### src/rtl/ibuf_pkg.sv
// Shared types and default sizing for the SPU front-end instruction buffer.
// Optional even/odd issue pairing is enabled by defining IBUF_PAIR_ALIGN_EN.
package ibuf_pkg;

  localparam int unsigned IbufDepth     = 16;
  localparam int unsigned IbufLineWords = 4;
  localparam int unsigned IbufPcW       = 8;

  typedef logic [IbufPcW-1:0] pc_t;

  typedef struct packed {
    logic [31:0] instr;
    pc_t         pc;
  } ibuf_entry_t;

  typedef enum logic [1:0] {
    StIdle,
    StRun,
    StFlush
  } ibuf_state_t;

  // Word-PC increment; wraps modulo 2^IbufPcW.
  function automatic pc_t pc_add(pc_t base, int unsigned k);
    return base + pc_t'(k);
  endfunction

endpackage

### src/rtl/ibuf_ptr_ctl.sv
// Pointer, occupancy and FSM control for the instruction buffer: decides when
// a fetched line is accepted and how many head entries decode consumes.
module ibuf_ptr_ctl
  import ibuf_pkg::*;
#(
  parameter int unsigned  Depth     = IbufDepth,
  parameter int unsigned  LineWords = IbufLineWords,
  localparam int unsigned PtrW      = $clog2(Depth),
  localparam int unsigned CntW      = PtrW + 1
) (
  input  logic            clk_i,
  input  logic            rst_ni,
  input  logic            line_valid_i,
  input  logic            flush_i,
  input  logic            issue_stall_i,
  input  logic            slot0_valid_i,
  input  logic            slot1_valid_i,
  output logic            line_ready_o,
  output logic            push_o,
  output logic [PtrW-1:0] wr_ptr_o,
  output logic [PtrW-1:0] rd_ptr_o,
  output logic [CntW-1:0] count_o
);

  localparam logic [CntW-1:0] DepthCnt = CntW'(Depth);
  localparam logic [CntW-1:0] LineCnt  = CntW'(LineWords);
  localparam logic [PtrW-1:0] LinePtr  = PtrW'(LineWords);

  ibuf_state_t     state_q, state_d;
  logic [PtrW-1:0] wr_ptr_q, wr_ptr_d;
  logic [PtrW-1:0] rd_ptr_q, rd_ptr_d;
  logic [CntW-1:0] count_q, count_d;
  logic [CntW-1:0] free_cnt;
  logic [CntW-1:0] push_cnt;
  logic [CntW-1:0] pop_cnt;
  logic            pop_en;

  assign free_cnt = DepthCnt - count_q;

  // Held low while reset is asserted so fetch never sees a spurious ready.
  assign line_ready_o = rst_ni && (state_q != StFlush) && (free_cnt >= LineCnt);
  assign push_o       = line_valid_i && line_ready_o && !flush_i;
  assign pop_en       = !issue_stall_i && !flush_i;

  assign push_cnt = push_o ? LineCnt : '0;
  assign pop_cnt  = pop_en ? (CntW'(slot0_valid_i) + CntW'(slot1_valid_i)) : '0;

  always_comb begin
    state_d  = state_q;
    wr_ptr_d = wr_ptr_q;
    rd_ptr_d = rd_ptr_q;
    count_d  = count_q;
    if (flush_i) begin
      state_d  = StFlush;
      wr_ptr_d = '0;
      rd_ptr_d = '0;
      count_d  = '0;
    end else begin
      wr_ptr_d = wr_ptr_q + (push_o ? LinePtr : '0);
      rd_ptr_d = rd_ptr_q + pop_cnt[PtrW-1:0];
      count_d  = count_q + push_cnt - pop_cnt;
      case (state_q)
        StIdle:  if (push_o) state_d = StRun;
        StRun:   if (count_d == '0) state_d = StIdle;
        StFlush: state_d = StIdle;
        default: state_d = StIdle;
      endcase
    end
  end

  always_ff @(posedge clk_i or negedge rst_ni) begin
    if (!rst_ni) begin
      state_q  <= StIdle;
      wr_ptr_q <= '0;
      rd_ptr_q <= '0;
      count_q  <= '0;
    end else begin
      state_q  <= state_d;
      wr_ptr_q <= wr_ptr_d;
      rd_ptr_q <= rd_ptr_d;
      count_q  <= count_d;
    end
  end

  assign wr_ptr_o = wr_ptr_q;
  assign rd_ptr_o = rd_ptr_q;
  assign count_o  = count_q;

endmodule

### src/rtl/instr_buffer.sv
// Instruction buffer between fetch and dual-issue decode: line-wide writes,
// up to two head instructions presented per cycle. Define IBUF_PAIR_ALIGN_EN
// to only pair an even-PC head with its odd successor.
module instr_buffer
  import ibuf_pkg::*;
#(
  parameter int unsigned  Depth     = IbufDepth,
  parameter int unsigned  LineWords = IbufLineWords,
  localparam int unsigned PtrW      = $clog2(Depth),
  localparam int unsigned CntW      = PtrW + 1
) (
  input  logic                       clk_i,
  input  logic                       rst_ni,
  input  logic                       line_valid_i,
  input  logic [LineWords-1:0][31:0] line_instr_i,
  input  logic [IbufPcW-1:0]         line_pc_i,
  output logic                       line_ready_o,
  input  logic                       flush_i,
  input  logic                       issue_stall_i,
  output logic                       out_valid0_o,
  output logic                       out_valid1_o,
  output logic [31:0]                out_instr0_o,
  output logic [31:0]                out_instr1_o,
  output logic [IbufPcW-1:0]         out_pc0_o,
  output logic [IbufPcW-1:0]         out_pc1_o,
  output logic [CntW-1:0]            occupancy_o
);

  ibuf_entry_t     mem_q [Depth];
  ibuf_entry_t     head0, head1;
  logic            push;
  logic [PtrW-1:0] wr_ptr, rd_ptr, rd_ptr_nxt;
  logic [CntW-1:0] count;
  logic            avail0, avail1, pair_ok;

  ibuf_ptr_ctl #(
    .Depth     (Depth),
    .LineWords (LineWords)
  ) u_ptr_ctl (
    .clk_i         (clk_i),
    .rst_ni        (rst_ni),
    .line_valid_i  (line_valid_i),
    .flush_i       (flush_i),
    .issue_stall_i (issue_stall_i),
    .slot0_valid_i (out_valid0_o),
    .slot1_valid_i (out_valid1_o),
    .line_ready_o  (line_ready_o),
    .push_o        (push),
    .wr_ptr_o      (wr_ptr),
    .rd_ptr_o      (rd_ptr),
    .count_o       (count)
  );

  // Storage is intentionally not reset; count gates every read.
  always_ff @(posedge clk_i) begin
    if (push) begin
      for (int unsigned k = 0; k < LineWords; k++) begin
        mem_q[wr_ptr + PtrW'(k)] <= '{instr: line_instr_i[k], pc: pc_add(line_pc_i, k)};
      end
    end
  end

  assign rd_ptr_nxt = rd_ptr + PtrW'(1);
  assign head0      = mem_q[rd_ptr];
  assign head1      = mem_q[rd_ptr_nxt];

  assign avail0 = (count != '0);
  assign avail1 = (count > CntW'(1));

`ifdef IBUF_PAIR_ALIGN_EN
  assign pair_ok = !head0.pc[0] && (head1.pc == pc_add(head0.pc, 1));
`else
  assign pair_ok = 1'b1;
`endif

  assign out_valid0_o = avail0;
  assign out_valid1_o = avail1 && pair_ok;

  always_comb begin
    out_instr0_o = '0;
    out_pc0_o    = '0;
    out_instr1_o = '0;
    out_pc1_o    = '0;
    if (out_valid0_o) begin
      out_instr0_o = head0.instr;
      out_pc0_o    = head0.pc;
    end
    if (out_valid1_o) begin
      out_instr1_o = head1.instr;
      out_pc1_o    = head1.pc;
    end
  end

  assign occupancy_o = count;

endmodule

### config.mk
export PLATFORM = sky130hd
export DESIGN_NAME = instr_buffer
export DESIGN_NICKNAME = d
export VERILOG_FILES = /design/src/rtl/ibuf_pkg.sv /design/src/rtl/ibuf_ptr_ctl.sv /design/src/rtl/instr_buffer.sv
export SDC_FILE = /design/constraint.sdc
export NUM_CORES = 2
export LEC_CHECK = 0
export CAP_MARGIN = 30
export CORE_ASPECT_RATIO = 0.7
export CORE_MARGIN = 5
export CORE_UTILIZATION = 60
export DETAILED_ROUTE_END_ITERATION = 10
export PLACE_DENSITY = 0.81
export SETUP_SLACK_MARGIN = 0.05
export SKIP_LAST_GASP = 1
export SLEW_MARGIN = 20
export SYNTH_ARGS = -nofsm -noshare
export SYNTH_HDL_FRONTEND = slang
export SYNTH_SLANG_ARGS = --single-unit
### constraint.sdc
create_clock -name clk_i -period 4.65 [get_ports clk_i]
set_clock_uncertainty 0.05 [all_clocks]
set_input_delay 0.6975 -clock clk_i [delete_from_list [all_inputs] [get_ports clk_i]]
set_output_delay 0.6975 -clock clk_i [all_outputs]
set_load 0.05 [all_outputs]
After elaboration in Yosys (flattened, before gate mapping)
Memories as Yosys holds them, arrays and structs flattened.
Cells that the tools add are included.
{"block": "word_totals", "elab_cells": 51, "in_bits": 141, "reg_bits": 15, "mem_count": 1, "ram_bits": 640}
{"block": "op_classes", "addsub": 13, "n_reduce_logical": 11, "n_lt_le_gt_ge": 2, "n_eq_ne": 4, "n_mux": 16}
{"name": "mem_q", "depth": 16, "width": 40, "rd": 2, "rd_ports_with_merged_regs": 0, "wr": 4, "line_no": "instr_buffer.sv:29", "rtl": "ibuf_entry_t mem_q [Depth];"}
{"op": "32-bit two-way mux", "n": 2}
{"op": "8-bit by 2-bit adder with 8-bit output, second input constant", "n": 2}
{"op": "8-bit two-way mux", "n": 2}
{"op": "5-bit two-way mux", "n": 2}
{"op": "4-bit by 1-bit adder with 4-bit output, second input constant", "n": 2}
{"op": "4-bit by 2-bit adder with 4-bit output, second input constant", "n": 2}
{"op": "4-bit adder", "n": 2}
{"op": "8-bit by 1-bit adder with 8-bit output, second input constant", "n": 1}
{"op": "4-bit two-way mux", "n": 2}
{"op": "2-bit two-way mux", "n": 3}
{"op": "3-bit two-way mux", "n": 2}
{"op": "3-bit by 2-bit inequality test with 1-bit output, second input constant", "n": 2}
{"op": "5-bit adder", "n": 1}
{"op": "5-bit by 3-bit greater-or-equal comparator with 1-bit output, second input constant", "n": 1}
{"op": "5-bit by 1-bit greater-than comparator with 1-bit output, second input constant", "n": 1}
{"op": "1-bit logical AND", "n": 5}
{"op": "5-bit zero test", "n": 1}
{"op": "5-bit nonzero test", "n": 1}
{"op": "5-bit subtractor", "n": 1}
{"op": "5-bit subtractor, first input constant", "n": 1}
{"op": "2-bit case mux with 2 select lines", "n": 1}
{"op": "1-bit by 1-bit adder with 2-bit output", "n": 1}
{"op": "2-bit by 1-bit equality test with 1-bit output, second input constant", "n": 1}
{"op": "1-bit zero test", "n": 2}
{"op": "other kinds (4)", "n": 5}

Depth between registers and ports, before layout
{"block": "depth", "depth_word": 12, "depth_mapped": 14, "depth_no_buf": 14}

Hierarchy
Synthesis repeated with hierarchy kept, for this count alone.
{"block": "unflattened", "hier_cells": 5316, "area_unflattened_um2": 51095.3}
{"module": "instr_buffer", "cells_each": 5244, "n_inst": 1, "seq_area_each_um2": 19218.4, "area_per_inst_um2": 50313.3}
{"module": "ibuf_ptr_ctl", "cells_each": 72, "n_inst": 1, "seq_area_each_um2": 325.3, "area_per_inst_um2": 782.0}

Worst setup path before layout
Ideal clock, no wire load.
{"block": "synth_path", "path_kind": "register -> register", "start": "reg u_ptr_ctl.count_q[3] (netlist: u_ptr_ctl.count_o[3])", "end": "reg u_ptr_ctl.state_q[0]", "slack_ps": -214, "t_required_ps": 4478, "stages_incl_launch_ff": 15, "arrival_ps": 4692, "cell_sequence": "dfrtp_1 -> inv_1 -> ha_1 -> nor2b_1 -> o21ai_0 -> ha_1 -> and2_1 -> ha_1 -> inv_1 -> ha_1 -> fa_1 -> or3b_2 -> nor3_1 -> mux2i_1 -> a32o_1"}
{"block": "synth_via", "elab_cells_between_ends": 16, "cone_classes": "add/sub (4); order compare (2); eq/ne (2); mux (2); reduce/logical (6)"}
{"item": "start: declaration", "line_no": "ibuf_ptr_ctl.sv:32", "rtl": "logic [CntW-1:0] count_q, count_d;"}
{"item": "start signal: assignment", "line_no": "ibuf_ptr_ctl.sv:81", "rtl": "count_q <= count_d;"}
{"item": "5-bit by 1-bit greater-than comparator with 1-bit output", "line_no": "instr_buffer.sv:68", "rtl": "assign avail1 = (count > CntW'(1));"}
{"item": "net out_valid1_o", "line_no": "instr_buffer.sv:21", "rtl": "output logic out_valid1_o,"}
{"item": "1-bit by 1-bit adder with 2-bit output", "line_no": "ibuf_ptr_ctl.sv:46", "rtl": "assign pop_cnt = pop_en ? (CntW'(slot0_valid_i) + CntW'(slot1_valid_i)) : '0;"}
{"item": "5-bit two-way mux", "line_no": "ibuf_ptr_ctl.sv:46"}
{"item": "5-bit subtractor", "line_no": "ibuf_ptr_ctl.sv:61", "rtl": "count_d = count_q + push_cnt - pop_cnt;"}
{"item": "5-bit zero test", "line_no": "ibuf_ptr_ctl.sv:64", "rtl": "StRun: if (count_d == '0) state_d = StIdle;"}
{"item": "3-bit by 2-bit inequality test with 1-bit output (no line)"}
{"item": "2-bit AND reduction (no line)"}
{"item": "end signal: assignment", "line_no": "ibuf_ptr_ctl.sv:73", "rtl": "state_q <= StIdle;"}
{"item": "end signal: assignment", "line_no": "ibuf_ptr_ctl.sv:78", "rtl": "state_q <= state_d;"}
{"item": "end: declaration", "line_no": "ibuf_ptr_ctl.sv:29", "rtl": "ibuf_state_t state_q, state_d;"}
The timed path passes the listed nets, and every way through them passes these cells.
A chain may end at the register's enable or synchronous reset.

Worst setup path in the final report
{"block": "layout_path", "start": "reg u_ptr_ctl.rd_ptr_q[1] (netlist: u_ptr_ctl.rd_ptr_o[1])", "end": "out out_instr1_o[5]"}
{"block": "layout_via", "elab_chain_len": 3}
{"item": "start: declaration", "line_no": "ibuf_ptr_ctl.sv:31", "rtl": "logic [PtrW-1:0] rd_ptr_q, rd_ptr_d;"}
{"item": "start signal: assignment", "line_no": "ibuf_ptr_ctl.sv:80", "rtl": "rd_ptr_q <= rd_ptr_d;"}
{"item": "4-bit by 1-bit adder with 4-bit output", "line_no": "instr_buffer.sv:63", "rtl": "assign rd_ptr_nxt = rd_ptr + PtrW'(1);"}
{"item": "memory 16 x 40 bit"}
{"item": "32-bit two-way mux", "line_no": "instr_buffer.sv:88", "rtl": "if (out_valid1_o) begin"}
{"item": "end: declaration", "line_no": "instr_buffer.sv:23", "rtl": "output logic [31:0] out_instr1_o,"}
No other way between the ends.

==> results by group <==
Placed design
  • Gpl congestion: 0.8221
  • Standard cell area after detailed placement: 0.03795 mm^2
  • Number of buffers inserted by port buffering: 228
  • Dpl cells: 3178
  • Total half-perimeter wirelength after legalization and detailed placement: 60320 um

Global route
  • Busiest metal layer after global routing: met2
  • Global-route wire length before repair: 153100 um
  • Total routing resource utilization after global routing: 0.3212
  • Met3 Track Usage GR: 0.09596
  • Largest net degree at the start of global routing: 144
  • Gr ovfl total: 0
  • Initial antenna violation count: 5
  • Vias in the first global route: 24716
  • GR met1 Demand/Resource: 0.4182
  • Met2 GRT Util: 0.5191

Timing
  • Setup repair after global routing missed its margin: yes
  • Period utilization: 0.9670
  • Worst Max-Slew Pin Slew: 1.009 ns
  • Post-route minimum period: 4.497 ns
  • Endpoints failing setup: 0
  • Summed negative setup slack over all endpoints: 0 ns
  • Headroom to the max-slew limit: 0.3271
  • Number of failing hold endpoints at the final stage: 0
  • Fin. max-slew vios: 0
  • F_max: 222.4 MHz

Synth
  • Most frequently used flop master after synthesis: edfxtp_1
  • Seq/Total Area, Yosys: 0.5574
  • Average cell area after synthesis: 14.78 um^2
  • Leading cell types by total area after synthesis: edfxtp_1 55%, mux4_2 21%, o21ai_0 6.6%, mux2i_1 4.7%, xor2_1 1.8%
  • Count of mapped cells out of synthesis: 2373
  • Syn Std Cell Area: 0.03506 mm^2
  • FFs w/ async S/R, synth: 0.01991
  • Number of synthesized flops with an enable pin: 640
  • Share of Yosys cell area claimed by the top area cell type: 0.5481
  • Number of warning messages in the yosys log: 0
  • Synth Register Bits: 653
  • Number of unique standard cell types used by synthesis: 45
  • Synth Net Count: 2541
  • Cell accounting for the most synthesized area: edfxtp_1

Setup path
  • Crit path max fanout: 48
  • Register-to-Register Setup Slack: 0.74 ns
  • Data arrival time at the worst-slack endpoint: 3.75 ns
  • Beginning of the critical path: u_ptr_ctl.rd_ptr_o[1]
  • Element type at the critical path start: flop
  • Worst Path Class, Setup: flop to output port
  • Required time reported for the critical path endpoint: 3.90 ns
  • R2R Path Start: u_ptr_ctl.count_o[0]
  • Element type at the critical path end: output port

Clock tree
  • Clock sink count: 653
  • Post-CTS Setup Repair Bufs: 0
  • Clock slew at reported path FFs: 0.06 ns
  • Buffer levels on the longest clock path: 3
  • CTS resizes: 0
  • CTS Root Cell: clkbuf_16
  • CTS tree: done
  • H-Tree Depth: 2
  • Cts bufs inserted: 61
  • Hold-fix buffer count after cts: 0
  • Clk_lat worst skew: 0.63 ns

Outcome
  • Outcome: complete, no violations

Drt
  • Remaining routing DRC violations: 0
  • Number of vias in the routed layout: 23989
  • Number of search-and-repair iterations in the first detailed-routing pass: 6
  • Via density per instance: 7.278
  • Number of DRC markers after the initial detailed-route iteration: 3670
  • Total detailed-routing wirelength: 102500 um
  • Routed wire length per instance: 31.10 um
  • Remaining antenna violation count: 0

Cells and area
  • Sequential cell area: 0.01956 mm^2
  • Finished Core Util: 0.6890
  • Area used by multi-input combinational logic: 0.01397 mm^2
  • Area growth syn-to-layout: 14.09%
  • Fraction of layout instances using a drive strength above 1: 0.2064
  • Final nets: 2651
  • Final design area excluding fillers: 0.04000 mm^2
  • Final std cells w/o fill: 3296
  • Number of fillers in the final layout: 3651

Power and ir drop
  • Total Power: 24690 uW
  • Combinational fraction of design power: 0.522
  • Pwr per Cell Area: 617.3 mW/mm^2
  • Part of the total power dissipated in sequential elements: 0.273
  • Net Sw Frac: 0.4012
  • Internal cell power: 14790 uW
  • Switching Power: 9906 uW
  • Portion of total power attributed to the clock network: 0.205
  • VDD IR-drop max: 0.8680 mV
  • Leakage: 0.01318 uW

Floorplanning
  • IO Pins: 229
  • Standard-cell row count: 74
  • Die area: 0.06345 mm^2
  • Die X-Extent: 298.9 um
  • Vertical die dimension: 212.3 um
  • Starting density of the core: 0.6039
  • Placeable core area: 0.05805 mm^2

Flow run
  • Reported max-cap violation count: 0

Hold path
  • Hold Crit Class: input port to asynchronous set/reset pin
## area by class of cell
| cell class | instances | area share |
|---|---|---|
| sequential | 653 | 0.4889 |
| multi-input combinational | 1347 | 0.3493 |
| timing repair buffer | 294 | 0.07645 |
| clock buffer | 77 | 0.04073 |
| tap | 760 | 0.02377 |
| inverter | 126 | 0.01201 |
| clock inverter | 37 | 0.008758 |
| antenna | 2 | 0.0001251 |
## power groups by stage
stage | combinational, uW | sequential, uW | clock (uW)
CTS | 12800 | 6730 | 5050
global placement | 12500 | 6840 | 0
global route | 13500 | 6740 | 5330
finish | 12900 | 6740 | 5060
detailed placement | 12700 | 6860 | 0
floorplan | 9170 | 6870 | 0
## metal layers
metal / part of all wire / vias to the layer above / wire (um)
li1: - / 9660 / -
met1: 0.34 / 11992 / 34760
met2: 0.47 / 1968 / 48390
met3: 0.14 / 361 / 14720
met4: 0.045 / 8 / 4578
met5: 0.00051 / - / 52
## synthesized netlist by cell type, types with 7 or more instances
| master | count |
|---|---|
| nor2b_1 | 11 |
| nor2_1 | 10 |
| o22ai_1 | 80 |
| xnor2_1 | 12 |
| o21ai_1 | 58 |
| o21ai_0 | 463 |
| mux4_2 | 320 |
| dfrtp_1 | 13 |
| buf_6 | 7 |
| xor2_1 | 71 |
| mux2i_1 | 165 |
| edfxtp_1 | 640 |
| nor3_1 | 66 |
| buf_2 | 94 |
| nand2_1 | 10 |
| ha_1 | 25 |
| inv_1 | 122 |
| clkbuf_2 | 15 |
| or2_2 | 9 |
| clkbuf_1 | 124 |
## path summary, 6_finish.rpt
check / end / cells after the start
min in group clk_i: u_ptr_ctl.state_q[0] / 1
max reg2reg: u_ptr_ctl.state_q[0] / 12
min: u_ptr_ctl.rd_ptr_o[1] / 2
max: out_instr1_o[5] / 7
max in group asynchronous: u_ptr_ctl.rd_ptr_o[3] / 2
min reg2reg: u_ptr_ctl.state_q[0] / 1
## state kept, by name, indices dropped and copies added, names as in the netlist
register and flops:
u_ptr_ctl.rd_ptr_o 4, u_ptr_ctl.count_o 5, mem_q 640, u_ptr_ctl.wr_ptr_o 2, u_ptr_ctl.state_q 2
## cell usage in the layout, fill, tap and decap left out, types with 5 or more instances in the layout
| master | Yosys | final |
|---|---|---|
| buf_12 | 0 | 19 |
| inv_1 | 122 | 113 |
| mux2i_1 | 165 | 165 |
| nand2_1 | 10 | 8 |
| nor3_1 | 66 | 66 |
| clkbuf_1 | 124 | 14 |
| bufinv_16 | 0 | 7 |
| ha_1 | 25 | 24 |
| clkbuf_16 | 0 | 63 |
| xnor2_1 | 12 | 12 |
| clkinv_2 | 0 | 15 |
| nor3b_1 | 5 | 5 |
| nand3_1 | 5 | 5 |
| nor2_1 | 10 | 10 |
| xor2_1 | 71 | 70 |
| mux4_2 | 320 | 320 |
| or2_2 | 9 | 9 |
| clkinv_1 | 0 | 13 |
| edfxtp_1 | 640 | 640 |
| nor2b_1 | 11 | 11 |
| dfrtp_1 | 13 | 10 |
| o22ai_1 | 80 | 80 |
| clkdlybuf4s50_1 | 0 | 220 |
| o21ai_1 | 58 | 58 |
| inv_2 | 4 | 10 |
| o21ai_0 | 463 | 462 |
| nand4_1 | 5 | 5 |
| buf_4 | 2 | 46 |
## stage by stage
stage	hold slack, ns	worst slack [ns]
after floorplan	0.3519	0.2750
after global placement	0.4857	0.7682
after detailed placement	0.5113	0.7057
after CTS	0.3588	0.09873
after global routing	0.3967	0.04828
final	0.3778	0.1533
## cells by family (layout without fill, tap and decap cells)
kind of cell,Yosys count,count (layout),synth area share
buffers and inverters,373,534,0.04554
and+or+nand+nor,140,140,0.02202
DFF,653,653,0.5574
adders and majority gates,27,27,0.01006
muxes,489,489,0.2539
AOI/OAI and AO/OA,608,608,0.09029
other,0,2,0
xor gates and xnor gates,83,83,0.02073
## worst max-delay path, cell delays in order (launching register included)
cell and delay (ns):
dfrtp_4 0.45, buf_4 0.33, nand3_1 0.23, xor2_4 0.26
buf_12 0.40, mux2i_1 0.14, o22ai_1 0.35, clkdlybuf4s50_1 0.89
Power figures use the tool's default switching activity.
